--- src/rtl/vc_writeback_buffer_if.sv ---
// Bundles the enqueue, L2 line-fill read, physical-memory and status signals
// of the victim-cache writeback buffer.
interface vc_writeback_buffer_if;
  logic         enq_valid;
  logic [11:0]  enq_address;
  logic [127:0] enq_data;
  logic         enq_ready;

  logic         rd_req;
  logic [11:0]  rd_address;
  logic         rd_resp;
  logic [127:0] rd_data;

  logic         pmem_read;
  logic         pmem_write;
  logic [15:0]  pmem_address;
  logic [127:0] pmem_wdata;
  logic [127:0] pmem_rdata;
  logic         pmem_resp;

  logic         empty;

  modport master (
    output enq_valid, enq_address, enq_data, rd_req, rd_address, pmem_rdata, pmem_resp,
    input  enq_ready, rd_resp, rd_data, pmem_read, pmem_write, pmem_address, pmem_wdata, empty
  );

  modport slave (
    input  enq_valid, enq_address, enq_data, rd_req, rd_address, pmem_rdata, pmem_resp,
    output enq_ready, rd_resp, rd_data, pmem_read, pmem_write, pmem_address, pmem_wdata, empty
  );
endinterface

--- src/rtl/vc_writeback_buffer.sv ---
// Writeback buffer between the victim cache and physical memory: coalesces evicted
// dirty lines, drains them FIFO-order, and serves L2 line fills with snoop forwarding.
module vc_writeback_buffer #(
  parameter int DEPTH = 4
) (
  input logic                  clk,
  input logic                  rst,
  vc_writeback_buffer_if.slave bus
);

  localparam int PTR_W = $clog2(DEPTH);
  localparam int CNT_W = PTR_W + 1;
  localparam logic [CNT_W-1:0] FULL_CNT = CNT_W'(DEPTH);

  typedef enum logic [1:0] {IDLE, HIT, READ, WRITE} state_t;

  state_t             state_q, state_d;
  logic               valid_q [DEPTH];
  logic [11:0]        addr_q  [DEPTH];
  logic [127:0]       data_q  [DEPTH];
  logic [PTR_W-1:0]   head_q, tail_q;
  logic [CNT_W-1:0]   count_q;
  logic [127:0]       rdData_q, rdData_d;

  logic               coalHit;
  logic [PTR_W-1:0]   coalIdx;
  logic               snoopHit;
  logic [127:0]       snoopData;
  logic [PTR_W-1:0]   scanIdx;
  logic               full, push, pop;

  assign full          = (count_q == FULL_CNT);
  assign pop           = (state_q == WRITE) && bus.pmem_resp;
  assign push          = bus.enq_valid && !coalHit && !full;
  assign bus.enq_ready = !full || coalHit;
  assign bus.empty     = (count_q == '0);

  // The head being written is excluded from coalescing so its in-flight data stays stable;
  // the snoop walks oldest to youngest so the last match is the freshest copy.
  always_comb begin
    coalHit   = 1'b0;
    coalIdx   = '0;
    snoopHit  = 1'b0;
    snoopData = '0;
    scanIdx   = '0;
    for (int i = 0; i < DEPTH; i++) begin
      if (valid_q[i] && (addr_q[i] == bus.enq_address) &&
          !((state_q == WRITE) && (PTR_W'(i) == head_q))) begin
        coalHit = 1'b1;
        coalIdx = PTR_W'(i);
      end
    end
    for (int k = 0; k < DEPTH; k++) begin
      scanIdx = head_q + PTR_W'(k);
      if (valid_q[scanIdx] && (addr_q[scanIdx] == bus.rd_address)) begin
        snoopHit  = 1'b1;
        snoopData = data_q[scanIdx];
      end
    end
  end

  always_comb begin
    state_d          = state_q;
    rdData_d         = rdData_q;
    bus.rd_resp      = 1'b0;
    bus.rd_data      = rdData_q;
    bus.pmem_read    = 1'b0;
    bus.pmem_write   = 1'b0;
    bus.pmem_address = '0;
    bus.pmem_wdata   = '0;
    unique case (state_q)
      IDLE: begin
        if (full) begin
          state_d = WRITE;
        end else if (bus.rd_req && snoopHit) begin
          state_d  = HIT;
          rdData_d = snoopData;
        end else if (bus.rd_req) begin
          state_d = READ;
        end else if (count_q != '0) begin
          state_d = WRITE;
        end
      end
      HIT: begin
        bus.rd_resp = 1'b1;
        state_d     = IDLE;
      end
      READ: begin
        bus.pmem_read    = 1'b1;
        bus.pmem_address = {bus.rd_address, 4'b0000};
        bus.rd_data      = bus.pmem_rdata;
        if (bus.pmem_resp) begin
          bus.rd_resp = 1'b1;
          state_d     = IDLE;
        end
      end
      WRITE: begin
        bus.pmem_write   = 1'b1;
        bus.pmem_address = {addr_q[head_q], 4'b0000};
        bus.pmem_wdata   = data_q[head_q];
        if (bus.pmem_resp) begin
          state_d = IDLE;
        end
      end
      default: state_d = IDLE;
    endcase
  end

  always_ff @(posedge clk) begin
    if (rst) begin
      state_q  <= IDLE;
      head_q   <= '0;
      tail_q   <= '0;
      count_q  <= '0;
      rdData_q <= '0;
      for (int i = 0; i < DEPTH; i++) begin
        valid_q[i] <= 1'b0;
      end
    end else begin
      state_q  <= state_d;
      rdData_q <= rdData_d;
      if (pop) begin
        valid_q[head_q] <= 1'b0;
        head_q          <= head_q + PTR_W'(1);
      end
      if (bus.enq_valid && coalHit) begin
        data_q[coalIdx] <= bus.enq_data;
      end else if (push) begin
        valid_q[tail_q] <= 1'b1;
        addr_q[tail_q]  <= bus.enq_address;
        data_q[tail_q]  <= bus.enq_data;
        tail_q          <= tail_q + PTR_W'(1);
      end
      count_q <= count_q + CNT_W'(push) - CNT_W'(pop);
    end
  end

endmodule

--- src/flat_wrapper.sv ---
// flat-port wrapper written by rule: the top's interface ports become plain ports
module vc_writeback_buffer_flat 
#(
  parameter int DEPTH = 4
)
  (clk, rst, bus_enq_valid, bus_enq_address, bus_enq_data, bus_rd_req, bus_rd_address, bus_pmem_rdata, bus_pmem_resp, bus_enq_ready, bus_rd_resp, bus_rd_data, bus_pmem_read, bus_pmem_write, bus_pmem_address, bus_pmem_wdata, bus_empty);
  vc_writeback_buffer_if bus_i ();
  input logic clk;
  input logic rst;
  input wire logic [$bits(bus_i.enq_valid)-1:0] bus_enq_valid;
  input wire logic [$bits(bus_i.enq_address)-1:0] bus_enq_address;
  input wire logic [$bits(bus_i.enq_data)-1:0] bus_enq_data;
  input wire logic [$bits(bus_i.rd_req)-1:0] bus_rd_req;
  input wire logic [$bits(bus_i.rd_address)-1:0] bus_rd_address;
  input wire logic [$bits(bus_i.pmem_rdata)-1:0] bus_pmem_rdata;
  input wire logic [$bits(bus_i.pmem_resp)-1:0] bus_pmem_resp;
  output wire logic [$bits(bus_i.enq_ready)-1:0] bus_enq_ready;
  output wire logic [$bits(bus_i.rd_resp)-1:0] bus_rd_resp;
  output wire logic [$bits(bus_i.rd_data)-1:0] bus_rd_data;
  output wire logic [$bits(bus_i.pmem_read)-1:0] bus_pmem_read;
  output wire logic [$bits(bus_i.pmem_write)-1:0] bus_pmem_write;
  output wire logic [$bits(bus_i.pmem_address)-1:0] bus_pmem_address;
  output wire logic [$bits(bus_i.pmem_wdata)-1:0] bus_pmem_wdata;
  output wire logic [$bits(bus_i.empty)-1:0] bus_empty;
  assign bus_i.enq_valid = bus_enq_valid;
  assign bus_i.enq_address = bus_enq_address;
  assign bus_i.enq_data = bus_enq_data;
  assign bus_i.rd_req = bus_rd_req;
  assign bus_i.rd_address = bus_rd_address;
  assign bus_i.pmem_rdata = bus_pmem_rdata;
  assign bus_i.pmem_resp = bus_pmem_resp;
  assign bus_enq_ready = bus_i.enq_ready;
  assign bus_rd_resp = bus_i.rd_resp;
  assign bus_rd_data = bus_i.rd_data;
  assign bus_pmem_read = bus_i.pmem_read;
  assign bus_pmem_write = bus_i.pmem_write;
  assign bus_pmem_address = bus_i.pmem_address;
  assign bus_pmem_wdata = bus_i.pmem_wdata;
  assign bus_empty = bus_i.empty;
  vc_writeback_buffer #(.DEPTH(DEPTH)) u_core (.clk(clk), .rst(rst), .bus(bus_i));
endmodule
--- config.mk ---
export PLATFORM = sky130hd
export DESIGN_NAME = vc_writeback_buffer_flat
export DESIGN_NICKNAME = d
export VERILOG_FILES = /design/src/rtl/vc_writeback_buffer_if.sv /design/src/rtl/vc_writeback_buffer.sv /design/src/flat_wrapper.sv
export SDC_FILE = /design/constraint.sdc
export NUM_CORES = 2
export LEC_CHECK = 0
export BUFFER_PORTS_ARGS = -buffer_cell sky130_fd_sc_hd__buf_2
export CAP_MARGIN = 20
export CORE_MARGIN = 2
export CORE_UTILIZATION = 30
export CTS_BUF_LIST = sky130_fd_sc_hd__clkbuf_8 sky130_fd_sc_hd__clkbuf_16
export DETAILED_ROUTE_END_ITERATION = 6
export GPL_TIMING_DRIVEN = 0
export SLEW_MARGIN = 15
export SYNTH_ARGS = -nofsm -noshare
export SYNTH_HDL_FRONTEND = slang
export SYNTH_SLANG_ARGS = --single-unit
--- constraint.sdc ---
create_clock -name clk -period 12 [get_ports clk]
set_clock_uncertainty 0.05 [all_clocks]
set_input_delay 0 -clock clk [delete_from_list [all_inputs] [get_ports clk]]
set_output_delay 0 -clock clk [all_outputs]
set_load 0.01 [all_outputs]
==> qor.yml <==
status: "finished clean"
leakage_nw: 17.78
min_path_cells: 2
ys_types: 68
cts_buffers: 82
dieArea_sq_um: 151500
cpPeakStageDelay_ns: 0.98
rsz0062_at_grt: "no"
clkLatencyLatePin_ns: 0.69
powerDensity_nw_per_um2: 128.2
viasPerCell: 5.777
area_growth_pct: 23.39
drc_errors: 0
gp_congestion: 0.9130
drv_cap: 0
dp_hpwl_mm: 130.7
fill_cells: 14260
dp.cells: 5742
cp.depth: 15
crit_chain: "clkbuf_2 > clkbuf_1 > clkbuf_1 > inv_1 > ha_1 > buf_6 > mux4_2 > xor2_1 > nor4_1 > nand4_1 > buf_2 > clkbuf_1 > a211oi_1 > o311ai_1 > a311oi_2"
row_count: 141
peakVddDrop_mv: 0.1103
ys.flop_type: "edfxtp_1"
crit_start: "u_core.head_q[1]"
rrSetupSlack_ns: 4.65
dr.pass1.iters: 5
critPathKind: "reg -> reg"
crit_path_end: "u_core.rdData_q[81]"
drive_gt1_share_pct: 38.19
port_buffers: 546
htree_levels: 3
path_max_fanout: 10
die_h_um: 389.2
syn_inst: 3229
layout.cells.non_filler: 6074
finalSetupViolations: 0
vias: 35090
max_freq_mhz: 136.0
ant_nets: 0
worstPathArrival_ns: 7.89
cts_root_buf: "clkbuf_16"
grt_pass1_wl_mm: 248.1
r2r_end: "u_core.rdData_q[81]"
start_kind: "flop"
period_minus_slack_ns: 7.354
die_x_um: 389.2
slew_headroom_pct: 15.94
crit_path_frequent_cell: "clkbuf_1"
antenna_found_initial: 44
finalNetCount: 4369
cp_num_buf_inv: 7
min_from: "bus_enq_data[21]"
routed_wl_mm: 176.4
drt_iter0_drc: 4239
clk_pin_slew_worst_paths_ns: 0.06
grt_overflow_total: 0
mostFrequentLayoutCells: "buf_2, edfxtp_1, mux4_2"
track_usage_pct: 22.52
drv_slew: 0
avgSynthCellArea_sq_um: 13.78
async_flop_share_pct: 0
hold_path_class: "in -> reg"
io_pins: 562
cts_buffer_depth: 3
cpLargestDelayFamily: "buffers and inverters"
end_kind: "flop"
crit_slowest_cell: "clkbuf_1"
synth_seq_area_share_pct: 44.21
core_sq_um: 147500
grt_max_degree: 22
first_global_vias: 34220
cts_tree: "built"
cts_setup_buffers: 0
holdWs_ns: 0.04767
start_util_pct: 30.18
r2r_cells: 15
finalCritPeriodShare_pct: 61.29
cts.sinks: 703
syn_area_sq_um: 44510
critical_path_required_ns: 12.53
final_common_cell: "buf_2"
wl_per_cell_um: 29.04
finalHoldViolCount: 0
worst_pin_slew_ns: 1.261
worstReg2RegStart: "u_core.head_q[1]"
ys_ff_latch: 703
synth_edf_count: 560
yosysWarnings: 0
## area by class of cell
type,instances,area [sq um],share of cell area (%)
clock inverters,59,554.3,1.009
inverters,18,67.56,0.1230
multi-input cells,2155,23070,42.00
clock buffers,89,2148,3.912
well taps,1930,2415,4.397
plain buffers,356,1753,3.192
flip-flops and latches,703,19680,35.83
repair buffers,752,5205,9.477
diodes,12,30.03,0.05468
## cell usage after synthesis, types with 70 or more instances
| master | instances | area, sq um |
|---|---|---|
| clkbuf_1 | 198 | 743.2 |
| mux2i_1 | 91 | 910.9 |
| xnor2_1 | 82 | 718.2 |
| mux2_2 | 200 | 2252 |
| dfxtp_1 | 143 | 2863 |
| mux4_2 | 416 | 9369 |
| and2_1 | 195 | 1220 |
| nor3_1 | 132 | 660.6 |
| nor3b_1 | 128 | 960.9 |
| a311oi_2 | 120 | 1802 |
| edfxtp_1 | 560 | 16820 |
| nand2_1 | 154 | 578.1 |
| nand2b_1 | 133 | 832.1 |
| nor2_1 | 83 | 311.6 |
| o211ai_1 | 70 | 525.5 |
## worst reg2reg max path, stage by stage, from the launching register on
cell	delay [ns]
dfxtp_1	0.38
clkbuf_2	0.53
clkbuf_1	0.99
clkbuf_1	0.60
inv_1	0.20
ha_1	0.47
buf_6	0.24
mux4_2	0.54
xor2_1	0.17
nor4_1	0.51
nand4_1	0.92
buf_2	0.55
clkbuf_1	0.36
a211oi_1	0.30
o311ai_1	0.15
a311oi_2	0.32
## state kept, by name, summed over array words and instances (netlist names), named ones only
name / cells
u_core.head_q: 2
u_core.count_q: 3
u_core.rdData_q: 128
u_core.data_q: 512
u_core.addr_q: 48
u_core.tail_q: 2
u_core.valid_q: 4
u_core.state_q: 2
## where the power goes
| group | internal [W] | switching [W] |
|---|---|---|
| sequential | 0.00272 | 0.0000633 |
| combinational | 0.000770 | 0.000937 |
| clock | 0.00149 | 0.00106 |
## cells by family (layout without fill, tap and decap cells)
group           Yosys count  in the layout  synth area share, %
compound gates          448            448                10.06
xor+xnor                 97             97                1.909
fa+ha+maj                16             16               0.4666
buf+inv                 374           1274                4.051
flops                   703            703                44.21
mux                     707            707                28.16
other cells               1             16             0.008425
simple gates            883            883                11.13
## routing by layer
layer | share of wire, % | up-vias | wire (um) | global-route usage [%]
li1 | - | 14780 | - | -
met1 | 40 | 18020 | 70060 | 29.62
met2 | 47 | 1984 | 83040 | 36.40
met3 | 10 | 275 | 17810 | 5.645
met4 | 3.0 | 36 | 5276 | 7.054
met5 | 0.13 | - | 237 | 0
## metrics by stage
step | setup slack, ns | instance area [sq um] | TNS, ns | power, W | utilization [%]
finish | 4.646 | 54920 | 0 | 0.007038 | 37.24
global route | 4.555 | 54900 | 0 | 0.007287 | 37.22
CTS | 4.674 | 54850 | 0 | 0.007095 | 37.19
detailed placement | 4.683 | 50460 | 0 | 0.004485 | 34.21
global placement | -5.050 | 49670 | -2504.71 | 0.004466 | 33.68
floorplan | 3.211 | 44520 | 0 | 0.003813 | -
## worst min path at each step
stage	to	slack, ns
floorplan	u_core.addr_q[0][0]	0.05
global placement	u_core.data_q[0][78]	0.16
detailed placement	u_core.data_q[1][29]	0.17
CTS	u_core.data_q[1][66]	0.0002
global route	u_core.data_q[0][75]	0.04
finish	u_core.data_q[1][21]	0.05
## what timing repair did
action | in CTS | in global routing
endpoints found under the hold margin | 577 | 0
hold buffers | 169 | 0
resized for setup | 0 | 0
No activity file was read; power rests on OpenSTA's default activity.
